===== src/rtl/pri_arb_pkg.sv =====
// pri_arb_pkg: shared types and sizes for the fixed-priority arbiter
package pri_arb_pkg;
  localparam int NUM_REQ = 16;
  localparam int ID_W = 4;
  localparam int HOLD_W = 4;
  typedef enum logic [1:0] {IDLE, GRANT, GAP} state_t;
  function automatic logic [NUM_REQ-1:0] id2onehot(input logic [ID_W-1:0] id);
    return NUM_REQ'(1) << id;
  endfunction
endpackage


===== src/rtl/pri_enc16.sv =====
// pri_enc16: lowest-set-index priority encoder, bit 0 highest priority
module pri_enc16
  import pri_arb_pkg::*;
(
  input  logic [NUM_REQ-1:0] din,
  output logic [ID_W-1:0]    idx,
  output logic               valid
);
  always_comb begin
    idx = '0;
    for (int i = NUM_REQ - 1; i >= 0; i--) idx = din[i] ? ID_W'(i) : idx;
  end
  assign valid = |din;
endmodule


===== src/rtl/pri_arbiter_ctrl.sv =====
// pri_arbiter_ctrl: fixed-priority arbiter with hold limit, one-cycle gap and timeout masking
module pri_arbiter_ctrl
  import pri_arb_pkg::*;
#(
  parameter int MAX_HOLD = 8
) (
  input  logic               clk,
  input  logic               rst_n,
  input  logic               enable,
  input  logic [NUM_REQ-1:0] req,
  output logic               grant_valid,
  output logic [ID_W-1:0]    grant_id,
  output logic [NUM_REQ-1:0] grant_onehot,
  output logic               timeout
);
  localparam logic [HOLD_W-1:0] MAX_C = HOLD_W'(MAX_HOLD);
  state_t state, state_n;
  logic [HOLD_W-1:0] cnt, cnt_n;
  logic [NUM_REQ-1:0] mask, mask_n, oh_n;
  logic [ID_W-1:0] id_n, win;
  logic win_v, gv_n, to_n, hold_req, limit;
  pri_enc16 u_enc (
    .din  (req & ~mask),
    .idx  (win),
    .valid(win_v)
  );
  assign hold_req = req[grant_id];
  assign limit = cnt == MAX_C;
  always_comb begin
    state_n = state;
    id_n = grant_id;
    cnt_n = cnt;
    mask_n = mask;
    gv_n = grant_valid;
    oh_n = grant_onehot;
    to_n = 1'b0;
    case (state)
      IDLE: begin
        mask_n = '0;
        if (enable && win_v) begin
          state_n = GRANT;
          id_n = win;
          cnt_n = HOLD_W'(1);
          gv_n = 1'b1;
          oh_n = id2onehot(win);
        end
      end
      GRANT: begin
        if (!enable || !hold_req || limit) begin
          state_n = GAP;
          id_n = '0;
          cnt_n = '0;
          gv_n = 1'b0;
          oh_n = '0;
          // only a pure hold-limit exit counts as a timeout and masks the holder
          to_n = enable && hold_req;
          mask_n = (enable && hold_req) ? id2onehot(grant_id) : mask;
        end else begin
          cnt_n = cnt + HOLD_W'(1);
        end
      end
      GAP: state_n = IDLE;
      default: state_n = IDLE;
    endcase
  end
  always_ff @(posedge clk or negedge rst_n) begin
    if (!rst_n) begin
      state <= IDLE;
      cnt <= '0;
      mask <= '0;
      grant_valid <= 1'b0;
      grant_id <= '0;
      grant_onehot <= '0;
      timeout <= 1'b0;
    end else begin
      state <= state_n;
      cnt <= cnt_n;
      mask <= mask_n;
      grant_valid <= gv_n;
      grant_id <= id_n;
      grant_onehot <= oh_n;
      timeout <= to_n;
    end
  end
endmodule


===== config.mk =====
export PLATFORM = sky130hd
export DESIGN_NAME = pri_arbiter_ctrl
export DESIGN_NICKNAME = d
export VERILOG_FILES = /design/src/rtl/pri_arb_pkg.sv /design/src/rtl/pri_enc16.sv /design/src/rtl/pri_arbiter_ctrl.sv
export SDC_FILE = /design/constraint.sdc
export NUM_CORES = 1
export LEC_CHECK = 0
export BUFFER_PORTS_ARGS = -buffer_cell sky130_fd_sc_hd__buf_2
export CAP_MARGIN = 20
export CORE_UTILIZATION = 55
export CTS_CLUSTER_SIZE = 16
export DETAILED_ROUTE_END_ITERATION = 10
export GPL_ROUTABILITY_DRIVEN = 0
export PLACE_DENSITY = 0.88
export SLEW_MARGIN = 20
export SYNTH_ARGS = -nofsm -noshare
export SYNTH_HDL_FRONTEND = slang
export SYNTH_SLANG_ARGS = --single-unit

===== constraint.sdc =====
create_clock -name clk -period 2.5 [get_ports clk]
set_input_delay 0.375 -clock clk [delete_from_list [all_inputs] [get_ports clk]]
set_output_delay 0.375 -clock clk [all_outputs]
set_load 0.02 [all_outputs]

==> results of run 1 <==
-- layer usage --
layer / part of all wire [%] / up-vias
met1: 46 / 979
met4: 0.91 / 0
met5: 0 / -
li1: - / 952
met3: 5.1 / 5
met2: 48 / 65
-- metrics by stage --
stage	setup slack, ns	hold WS, ns	area (um^2)	total power [mW]
finish	0.209	0.220	2800	2.43
floorplan	0.303	0.0794	2400	1.69
global route	0.103	0.284	2800	2.58
global placement	0.295	0.473	2710	1.94
CTS	0.156	0.242	2800	2.43
detailed placement	0.172	0.483	2710	1.97
-- power breakdown --
| part | switching (mW) | internal [mW] | total (mW) |
|---|---|---|---|
| clock | 0.234 | 0.224 | 0.458 |
| combinational | 0.604 | 0.416 | 1.02 |
| sequential | 0.136 | 0.816 | 0.952 |
| total | 0.973 | 1.46 | 2.43 |
-- worst reg2reg max path: stages (launching register included) --
cell and delay (ns):
dfrtp_1 0.48, buf_4 0.19, mux2i_1 0.11, a32o_1 0.23, nor3_2 0.28, o211ai_2 0.18, a21oi_4 0.34, mux2_2 0.38
-- path summary, 6_finish.rpt --
kind	startpoint	end	slack (ns)	depth (start not counted)
max	grant_id[3]	mask[14]	0.21	7
min	rst_n	cnt[1]	0.22	1
max reg2reg	grant_id[3]	mask[14]	0.21	7
min reg2reg	grant_onehot[9]	grant_onehot[9]	0.49	1
max in group asynchronous	rst_n	grant_id[0]	1.65	1
min in group clk	enable	timeout	0.43	3
-- synthesized netlist by cell type, drive strengths merged, types with 6 or more instances --
cell	count
dfrtp	44
nor2	19
nand2	17
nor2b	15
a22o	13
a32o	12
inv	11
mux2	9
nand2b	7
nor3	6
-- logic make-up (layout without fill, tap and decap cells) --
group	after synthesis	count (layout)	synth area share, %
AOI/OAI and AO/OA	59	59	21.5
xor gates and xnor gates	1	1	0.365
adders and majority gates	2	2	1.04
buffers and inverters	17	72	4.06
DFF	44	44	45.8
muxes	14	14	6.82
and+or+nand+nor	90	90	20.4
-- state kept, by name (all words and copies together) (netlist names) --
register      count
cnt               4
grant_id          4
grant_onehot     16
grant_valid       1
mask             16
state             2
timeout           1
-- final cells by class --
class	count	area (um^2)	share of cell area, %
multi-input combinational	166	1200	43.0
sequential	44	1100	39.3
timing repair buffer	53	298	10.6
clock buffer	7	86.3	3.08
tap	50	62.6	2.23
inverter	11	41.3	1.47
clock inverter	1	7.51	0.268
-- what timing repair did --
action | in CTS | in global routing
setup endpoints to repair | 0 | 7
endpoints found under the hold margin | 0 | 0
gates resized for setup | 0 | 1
==> summary.txt, run 1 <==
Die
  – Rows: 23
  – CORE AREA: around 4100 um^2
  – Die footprint: 4640 um^2
  – Die Span Y: about 68 um
  – Die Width: between 60 and 70 um
  – Starting Density: roughly three fifths
  – IO Pins: about 40

Timing
  – Tcrit/Tclk final: 91.6%
  – Slew @ Worst Pin: roughly 0.93 ns
  – Min Tclk post-route: between 2 and 2.5 ns
  – Rel. slew slack: between 30 and 40%
  – Final hold vios: 0
  – Final Max Slew Viols: 0
  – Layout Skew: around 0.0062 ns
  – Final setup viols: 0
  – Final setup TNS: 0 ns
  – FMAX: 436 MHz
  – Unrepaired setup endpoints after global routing: false

Clock network
  – H-tree depth: 2
  – Clock Sinks: 44
  – Root Buffer: clkbuf_8
  – Total clock buffers created by CTS: 5
  – Clock latency at the later pin of the worst-skew pair: 0.30 ns
  – Postcts setup bufs: 0
  – Post-CTS Hold Fix Bufs: 0
  – Clk pin slew, worst setup/hold paths: about 0.080 ns
  – Clock Tree Buf Depth: 2
  – CTS tree: done

Synthesis
  – Distinct cells, synth: 55
  – Area contributors post-synth: dfrtp_1 46%, a32o_1 5.0%, a22o_1 4.7%
  – Dominant cell type by area after synthesis: dfrtp_1
  – Post-synth top area share: a little under half
  – Ys flop type: dfrtp_1
  – Post-Syn Nets: 248
  – Async S/R FF share, synth: 100%
  – Syn Std Cell Area: between 2000 and 2500 um^2
  – Register area share after synthesis: 45.8%
  – Syn Area/Cell: about 11 um^2
  – Yosys reg bits: 44
  – Synth warn: 0
  – Post-Syn Instances: 227
  – EDFF count, synth: 0

Finish
  – Layout Nets: 302
  – Ant. Diodes: 0
  – Final non-filler cell total: approximately 330
  – FILL cells: between 300 and 400
  – Commonest cells after routing, fill and taps aside: 43 x dfrtp_1, 40 x buf_2, 18 x nor2_1
  – Post-layout util: between 60% and 70%
  – Commonest non-fill, non-tap cell in the layout: dfrtp_1
  – Area Growth Syn to Fin: 16.6%
  – Fraction of layout cells with a size suffix above 1: around 30%

Worst setup path
  – CP max FO: 9
  – Buf/Inv on CP: 1
  – Crit-path slowest cell: dfrtp_1
  – Critical path startpoint category: register
  – Worst Path Required: roughly 2.7 ns
  – CP max stage delay: about 0.48 ns
  – Worst path cell trace: buf_4, mux2i_1, a32o_1, nor3_2, o211ai_2, a21oi_4, mux2_2
  – Worst path arrival time: approximately 2.5 ns
  – Critical Path End Type: register
  – CP top delay family: compound AO/OA/AOI/OAI gates
  – Crit Path Class: reg2reg

Global route
  – First-pass GRT wire length: approximately 9000 um
  – Initial antenna violation count: 0
  – Largest net degree at the start of global routing: 45
  – Vias in the first global route: between 1.5k and 2k
  – Grt met1 use: 37.0%
  – Global routing's busiest layer: met2
  – GR Layer Usage met3: 4.50%
  – GRT overflow: 0
  – Total GRT Usage: between 20 and 30%
  – Met2 usage: about 44%

Min path
  – Tightest Hold Check Type: in2async

Detailed routing
  – DRC viols: 0
  – Post-DRT Antenna Nets: 0
  – Via count: ~2k
  – Drt first-iter violations: 130
  – DR WL/cell: 16.9 um
  – Routed WL: ~5600 um
  – Initial DRT Pass Iterations: 4
  – Vias/cell: roughly 6

Power and ir drop
  – Power Density: 867 nW/um^2
  – Peak VDD IR: 0.650 mV
  – Pleak: about 1.4 nW

Placed design
  – DPL Wire Length: roughly 4400 um
  – Dpl cells: about 320
  – IO buf count: 40

Run status
  – Status: complete, no violations

Flow run
  – MaxCap Viol Count: 0
(Power assumes the default switching activity.)
==> inputs of run 2 (changes only) <==
--- a/config.mk
+++ b/config.mk
@@ -12,6 +12,7 @@
 export DETAILED_ROUTE_END_ITERATION = 10
 export GPL_ROUTABILITY_DRIVEN = 0
 export PLACE_DENSITY = 0.88
+export SETUP_SLACK_MARGIN = 0.5
 export SLEW_MARGIN = 20
 export SYNTH_ARGS = -nofsm -noshare
 export SYNTH_HDL_FRONTEND = slang
==> summary.txt, run 2 (synthesized netlist as in run 1, its figures left out) <==
Run status
  – Status: complete, no violations

Clock network
  – Clock Tree Buf Depth: 2 (unchanged)
  – Post-CTS Hold Fix Bufs: 0 (unchanged)
  – Clock latency at the later pin of the worst-skew pair: 0.31 ns (about the same)
  – Clock Sinks: 44 (unchanged)
  – Root Buffer: clkbuf_8
  – Clk pin slew, worst setup/hold paths: 0.09 ns (about the same)
  – Total clock buffers created by CTS: 5 (unchanged)
  – H-tree depth: 2 (unchanged)
  – CTS tree: done

Flow run
  – MaxCap Viol Count: 0 (unchanged)

Detailed routing
  – Drt first-iter violations: 271 (+110%)
  – Vias/cell: 6.47 (+7.3%)
  – Routed WL: 7220 um (+29%)
  – DR WL/cell: 20.8 um (+23%)
  – Via count: 2,251 (+12%)
  – Initial DRT Pass Iterations: 5 (+1)
  – DRC viols: 0 (unchanged)
  – Post-DRT Antenna Nets: 0 (unchanged)

Timing
  – Final setup viols: 0 (unchanged)
  – Final setup TNS: 0 ns (unchanged)
  – FMAX: 463 MHz (+6.2%)
  – Tcrit/Tclk final: 86.3% (-5.3 points)
  – Final hold vios: 0 (unchanged)
  – Min Tclk post-route: 2.16 ns (-0.133 ns)
  – Slew @ Worst Pin: 0.617 ns (-0.318 ns)
  – Rel. slew slack: 58.8% (+21 points)
  – Final Max Slew Viols: 0 (unchanged)
  – Unrepaired setup endpoints after global routing: true
  – Layout Skew: 0.0112 ns (+0.00498 ns)

Die
  – Die Width: 68.1 um (unchanged)
  – CORE AREA: 4090 um^2 (unchanged)
  – Rows: 23 (unchanged)
  – Die footprint: 4640 um^2 (unchanged)
  – Die Span Y: 68.1 um (unchanged)
  – Starting Density: 58.8% (unchanged)
  – IO Pins: 41 (unchanged)

Global route
  – Largest net degree at the start of global routing: 25 (-44%)
  – Initial antenna violation count: 0 (unchanged)
  – Total GRT Usage: 30.1% (+3.2 points)
  – Vias in the first global route: 2,050 (+8.5%)
  – GRT overflow: 0 (unchanged)
  – First-pass GRT wire length: 9870 um (+9.5%)

Finish
  – Fraction of layout cells with a size suffix above 1: 42.3% (+12 points)
  – Ant. Diodes: 0 (unchanged)
  – Final Cell Area: 3130 um^2 (+12%)
  – Area Growth Syn to Fin: 30.2%
  – Final non-filler cell total: 348 (+4.8%)
  – Post-layout util: 76.5% (+8.0 points)
  – Layout Nets: 318 (+5.3%)
  – Commonest cells after routing, fill and taps aside: 41 x dfrtp_1, 41 x buf_2, 22 x buf_4
  – Largest registers: grant_onehot (16), mask (16)

Power and ir drop
  – Sw power: 1.21 mW (+24%)
  – Sequential Power Share: 32.8% (-6.4 points)
  – Sw Ratio: 41.8% (+1.7 points)
  – Clock power frac: 15.2% (-3.7 points)
  – Power Density: 924 nW/um^2 (+6.6%)
  – Pleak: 1.49 nW (+9.5%)
  – Peak VDD IR: 0.762 mV (+17%)
  – Internal: 1.68 mW (+16%)
  – Combinational fraction of design power: 52.0% (+10 points)

Placed design
  – IO buf count: 40 (unchanged)
  – DPL Wire Length: 4440 um (+1.6%)
  – Placed inst area: 2740 um^2 (+1.1%)
  – Dpl cells: 323 (-0.31%)

Worst setup path
  – Critical path startpoint category: register
  – Crit Path Class: reg2reg
  – CP max FO: 5 (-4)
  – Worst Path Required: 2.71 ns (+0.02 ns)
  – Critical Path End Type: register
  – Worst path arrival time: 2.36 ns (-0.12 ns)

Min path
  – Tightest Hold Check Type: in2async
## run 2: cell count changes in the layout (fill, tap and decap cells not counted), moves of 3 or more
cell and change:
o2bb2ai_2 +3, o21ai_0 -4, buf_6 +4, buf_4 +9, o2bb2ai_1 -3, mux2_4 +3
## run 2: layout make-up
type                            instances  area, um^2
Fill cell                             262         960
Sequential cell                        44        1100
Clock buffer                            7        76.3
Inverter                               11        41.3
Tap cell                               50        62.6
Multi-Input combinational cell        166        1380
Clock inverter                          1        5.00
Timing Repair Buffer                   69         455
## run 2: per-layer routing
| metal | share of wire [%] | global-route usage, % | vias to the layer above |
|---|---|---|---|
| li1 | - | - | 987 |
| met5 | 0 | 0 | - |
| met2 | 50 | 48.0 | 130 |
| met3 | 7.4 | 7.33 | 18 |
| met4 | 2.5 | 11.2 | 0 |
| met1 | 40 | 39.6 | 1116 |
## run 2: worst paths after layout
kind | start | slack [ns] | to | cells after the start
min | rst_n | 0.04 | mask[0] | 1
max | grant_id[0] | 0.34 | mask[11] | 8
max reg2reg | grant_id[0] | 0.34 | mask[11] | 8
min in group clk | req[2] | 0.44 | grant_onehot[2] | 3
max in group asynchronous | rst_n | 1.86 | grant_id[0] | 2
min reg2reg | grant_onehot[5] | 0.49 | grant_onehot[5] | 1
## run 2: power groups by stage
| stage | Combinational (mW) | Clock (mW) | Sequential, mW |
|---|---|---|---|
| global route | 1.58 | 0.479 | 0.956 |
| CTS | 1.26 | 0.447 | 0.933 |
| global placement | 1.00 | 0 | 0.968 |
| floorplan | 0.738 | 0 | 0.977 |
| finish | 1.50 | 0.440 | 0.947 |
| detailed placement | 1.03 | 0 | 0.974 |
## run 2: repair_timing
| item | CTS | global route |
|---|---|---|
| pin swaps | 5 | 2 |
| setup endpoints to repair | 41 | 41 |
| resized for setup | 14 | 28 |
| buffers inserted | 11 | 6 |
## run 2: per-stage QoR
step | setup WS [ns] | power, mW | hold WS, ns
6_report | 0.342 | 2.89 | 0.0406
5_1_grt | 0.302 | 3.01 | 0.0631
4_1_cts | 0.394 | 2.64 | 0.0499
3_5_place_dp | 0.174 | 2.00 | 0.387
3_3_place_gp | 0.268 | 1.97 | 0.374
2_1_floorplan | 0.323 | 1.71 | 0.0794
## run 2: worst max-delay path, cell delays in order (launching register included)
cell and delay [ns]:
dfrtp_2 0.45, buf_4 0.16, mux2_4 0.32, o21bai_4 0.17
nor3_4 0.08, buf_4 0.15, o211a_1 0.30, and3_4 0.24
a22o_1 0.19
==> inputs of run 3 (changes only) <==
--- a/config.mk
+++ b/config.mk
@@ -7,11 +7,11 @@
 export LEC_CHECK = 0
 export BUFFER_PORTS_ARGS = -buffer_cell sky130_fd_sc_hd__buf_2
 export CAP_MARGIN = 20
-export CORE_UTILIZATION = 55
+export CORE_UTILIZATION = 50
 export CTS_CLUSTER_SIZE = 16
 export DETAILED_ROUTE_END_ITERATION = 10
 export GPL_ROUTABILITY_DRIVEN = 0
-export PLACE_DENSITY = 0.88
+export PLACE_DENSITY = 0.85
 export SETUP_SLACK_MARGIN = 0.5
 export SLEW_MARGIN = 20
 export SYNTH_ARGS = -nofsm -noshare
==> constraint.sdc (replaced) <==
create_clock -name clk -period 1.94 [get_ports clk]
set_input_delay 0.291 -clock clk [delete_from_list [all_inputs] [get_ports clk]]
set_output_delay 0.291 -clock clk [all_outputs]
set_load 0.02 [all_outputs]
==> summary.txt, run 3 (synthesized netlist as in run 1, its figures left out) <==
Timing
  – Rel. slew slack: 61.5% (+2.8 points)
  – Unrepaired setup endpoints after global routing: true
  – FMAX: 451 MHz (-2.8%)
  – Fin worst setup slack: -0.279 ns (-0.621 ns)
  – Tcrit/Tclk final: 114% (+28 points)
  – Min Tclk post-route: 2.22 ns (+0.0614 ns)
  – Final setup viols: 43 (+43)
  – Layout Skew: 0.00381 ns (-0.00742 ns)
  – Final Max Slew Viols: 0 (unchanged)
  – Slew @ Worst Pin: 0.572 ns (-0.0444 ns)
  – Final hold vios: 0 (unchanged)

Power and ir drop
  – Power Density: 1170 nW/um^2 (+27%)
  – Pleak: 1.63 nW (+9.6%)
  – Combinational fraction of design power: 56.0% (+4.0 points)
  – Sw Ratio: 40.4% (-1.4 points)
  – Sequential Power Share: 30.3% (-2.5 points)
  – Peak VDD IR: 0.730 mV (-4.2%)
  – Pwr Total: 3.92 mW (+36%)
  – Internal: 2.34 mW (+39%)
  – Clock power frac: 13.7% (-1.5 points)
  – Sw power: 1.58 mW (+31%)

Finish
  – Commonest non-fill, non-tap cell in the layout: buf_4
  – Ant. Diodes: 0 (unchanged)
  – Fraction of layout cells with a size suffix above 1: 47.5% (+5.3 points)
  – Layout Nets: 347 (+9.1%)
  – Final non-filler cell total: 378 (+8.6%)
  – Post-layout util: 74.9% (-1.7 points)
  – Largest registers: grant_onehot (16), mask (16)
  – Commonest cells after routing, fill and taps aside: 50 x buf_4, 42 x dfrtp_1, 40 x buf_2
  – Area Growth Syn to Fin: 39.4%

Flow run
  – MaxCap Viol Count: 0 (unchanged)

Clock network
  – H-tree depth: 2 (unchanged)
  – Clock Sinks: 44 (unchanged)
  – Total clock buffers created by CTS: 5 (unchanged)
  – Post-CTS Hold Fix Bufs: 0 (unchanged)
  – Clock latency at the later pin of the worst-skew pair: 0.29 ns (-0.02 ns)
  – Clk pin slew, worst setup/hold paths: 0.08 ns (about the same)
  – Root Buffer: clkbuf_8
  – Clock Tree Buf Depth: 2 (unchanged)
  – CTS tree: done

Placed design
  – Post-Place Worst Slack: -0.220 ns (-0.395 ns)
  – Dpl cells: 367 (+14%)
  – IO buf count: 40 (unchanged)
  – DPL Wire Length: 4990 um (+12%)

Die
  – Die Span Y: 71.3 um (+4.7%)
  – Die Width: 71.3 um (+4.7%)
  – CORE AREA: 4470 um^2 (+9.5%)
  – Starting Density: 53.7% (-5.1 points)
  – Rows: 24 (+4.3%)
  – IO Pins: 41 (unchanged)
  – Die footprint: 5090 um^2 (+9.7%)

Detailed routing
  – Drt first-iter violations: 187 (-31%)
  – Via count: 2,315 (+2.8%)
  – Vias/cell: 6.12 (-5.3%)
  – Post-DRT Antenna Nets: 0 (unchanged)
  – Routed WL: 7330 um (+1.5%)
  – DR WL/cell: 19.4 um (-6.6%)
  – DRC viols: 3 (+3)
  – Initial DRT Pass Iterations: 8 (+3)

Worst setup path
  – Crit-path slowest cell: mux4_2
  – CP max stage delay: 0.52 ns (+0.07 ns)
  – R2r worst-path depth: 7 (-1)
  – Crit Path Class: reg2reg
  – Worst Path Required: 2.11 ns (-0.60 ns)
  – Critical path startpoint category: register
  – CP max FO: 19 (+14)
  – Worst path cell trace: mux4_2, o221ai_2, a31oi_4, a211oi_4, nor2_4, buf_12, a32o_1
  – Worst path arrival time: 2.39 ns (+0.03 ns)
  – Critical Path End Type: register

Global route
  – Vias in the first global route: 2,279 (+11%)
  – Largest net degree at the start of global routing: 45 (+80%)
  – GRT overflow: 0 (unchanged)
  – Initial antenna violation count: 0 (unchanged)
  – First-pass GRT wire length: 10,900 um (+10%)
  – Total GRT Usage: 28.3% (-1.8 points)

Run status
  – Failing checks: design-rule violations, negative setup slack
  – Status: complete, but fails checks

Min path
  – Tightest Hold Check Type: in2async
==> run 3: cell count changes in the layout (fill, tap and decap cells not counted), sizes merged <==
| cell | change |
|---|---|
| buf | +29 |
| clkbuf | -1 |
==> run 3: per-stage QoR <==
stage | setup TNS [ns] | hold WS [ns] | cell area, um^2
detailed placement | -6.86 | 0.398 | 3050
global route | -11.72 | 0.111 | 3350
CTS | -5.38 | 0.0823 | 3200
global placement | -4.98 | 0.389 | 3050
floorplan | -6.66 | -0.00459 | 2430
finish | -8.88 | 0.0637 | 3350
==> run 3: power by group through the flow <==
| stage | combinational (mW) | clock, mW | sequential [mW] |
|---|---|---|---|
| 2_1_floorplan | 0.951 | 0 | 1.26 |
| 3_3_place_gp | 1.70 | 0 | 1.19 |
| 3_5_place_dp | 1.74 | 0 | 1.20 |
| 4_1_cts | 1.83 | 0.545 | 1.18 |
| 5_1_grt | 2.35 | 0.585 | 1.21 |
| 6_report | 2.19 | 0.535 | 1.19 |
==> run 3: what timing repair did <==
action / in CTS / in global routing
pin swaps: 5 / 7
endpoints found under the setup margin: 45 / 44
setup buffers: 0 / 4
resized for setup: 17 / 24
==> run 3: routing by layer <==
layer / track usage, % / up-vias / wire, um
met5: 0 / - / 0
li1: - / 1037 / -
met1: 38.6 / 1147 / 3010
met2: 45.5 / 105 / 3610
met4: 11.8 / 0 / 248
met3: 4.22 / 26 / 466
==> run 3: path summary, 6_finish.rpt <==
check	slack, ns	to	startpoint
max	-0.28	grant_onehot[9]	grant_id[3]
max in group asynchronous	1.47	grant_id[3]	rst_n
min	0.06	grant_onehot[2]	rst_n
min in group clk	0.38	grant_onehot[2]	req[2]
min reg2reg	0.49	grant_onehot[5]	grant_onehot[5]
max reg2reg	-0.28	grant_onehot[9]	grant_id[3]
==> run 3: area by class of cell <==
cell class	instances	area, um^2
clock buffers	6	72.6
flip-flops and latches	44	1100
repair buffers	98	683
inverters	11	41.3
multi-input cells	166	1380
fillers	282	1120
clock inverters	1	5.00
well taps	52	65.1
==> run 3: critical path, delay by kind of cell (launching register included) <==
kind | cells | cell delay [ns]
multiplexers | 1 | 0.52
AND/OR/NAND/NOR | 1 | 0.09
AO/OA/AOI/OAI | 4 | 0.92
buffers and inverters | 1 | 0.17
flip-flops | 1 | 0.39
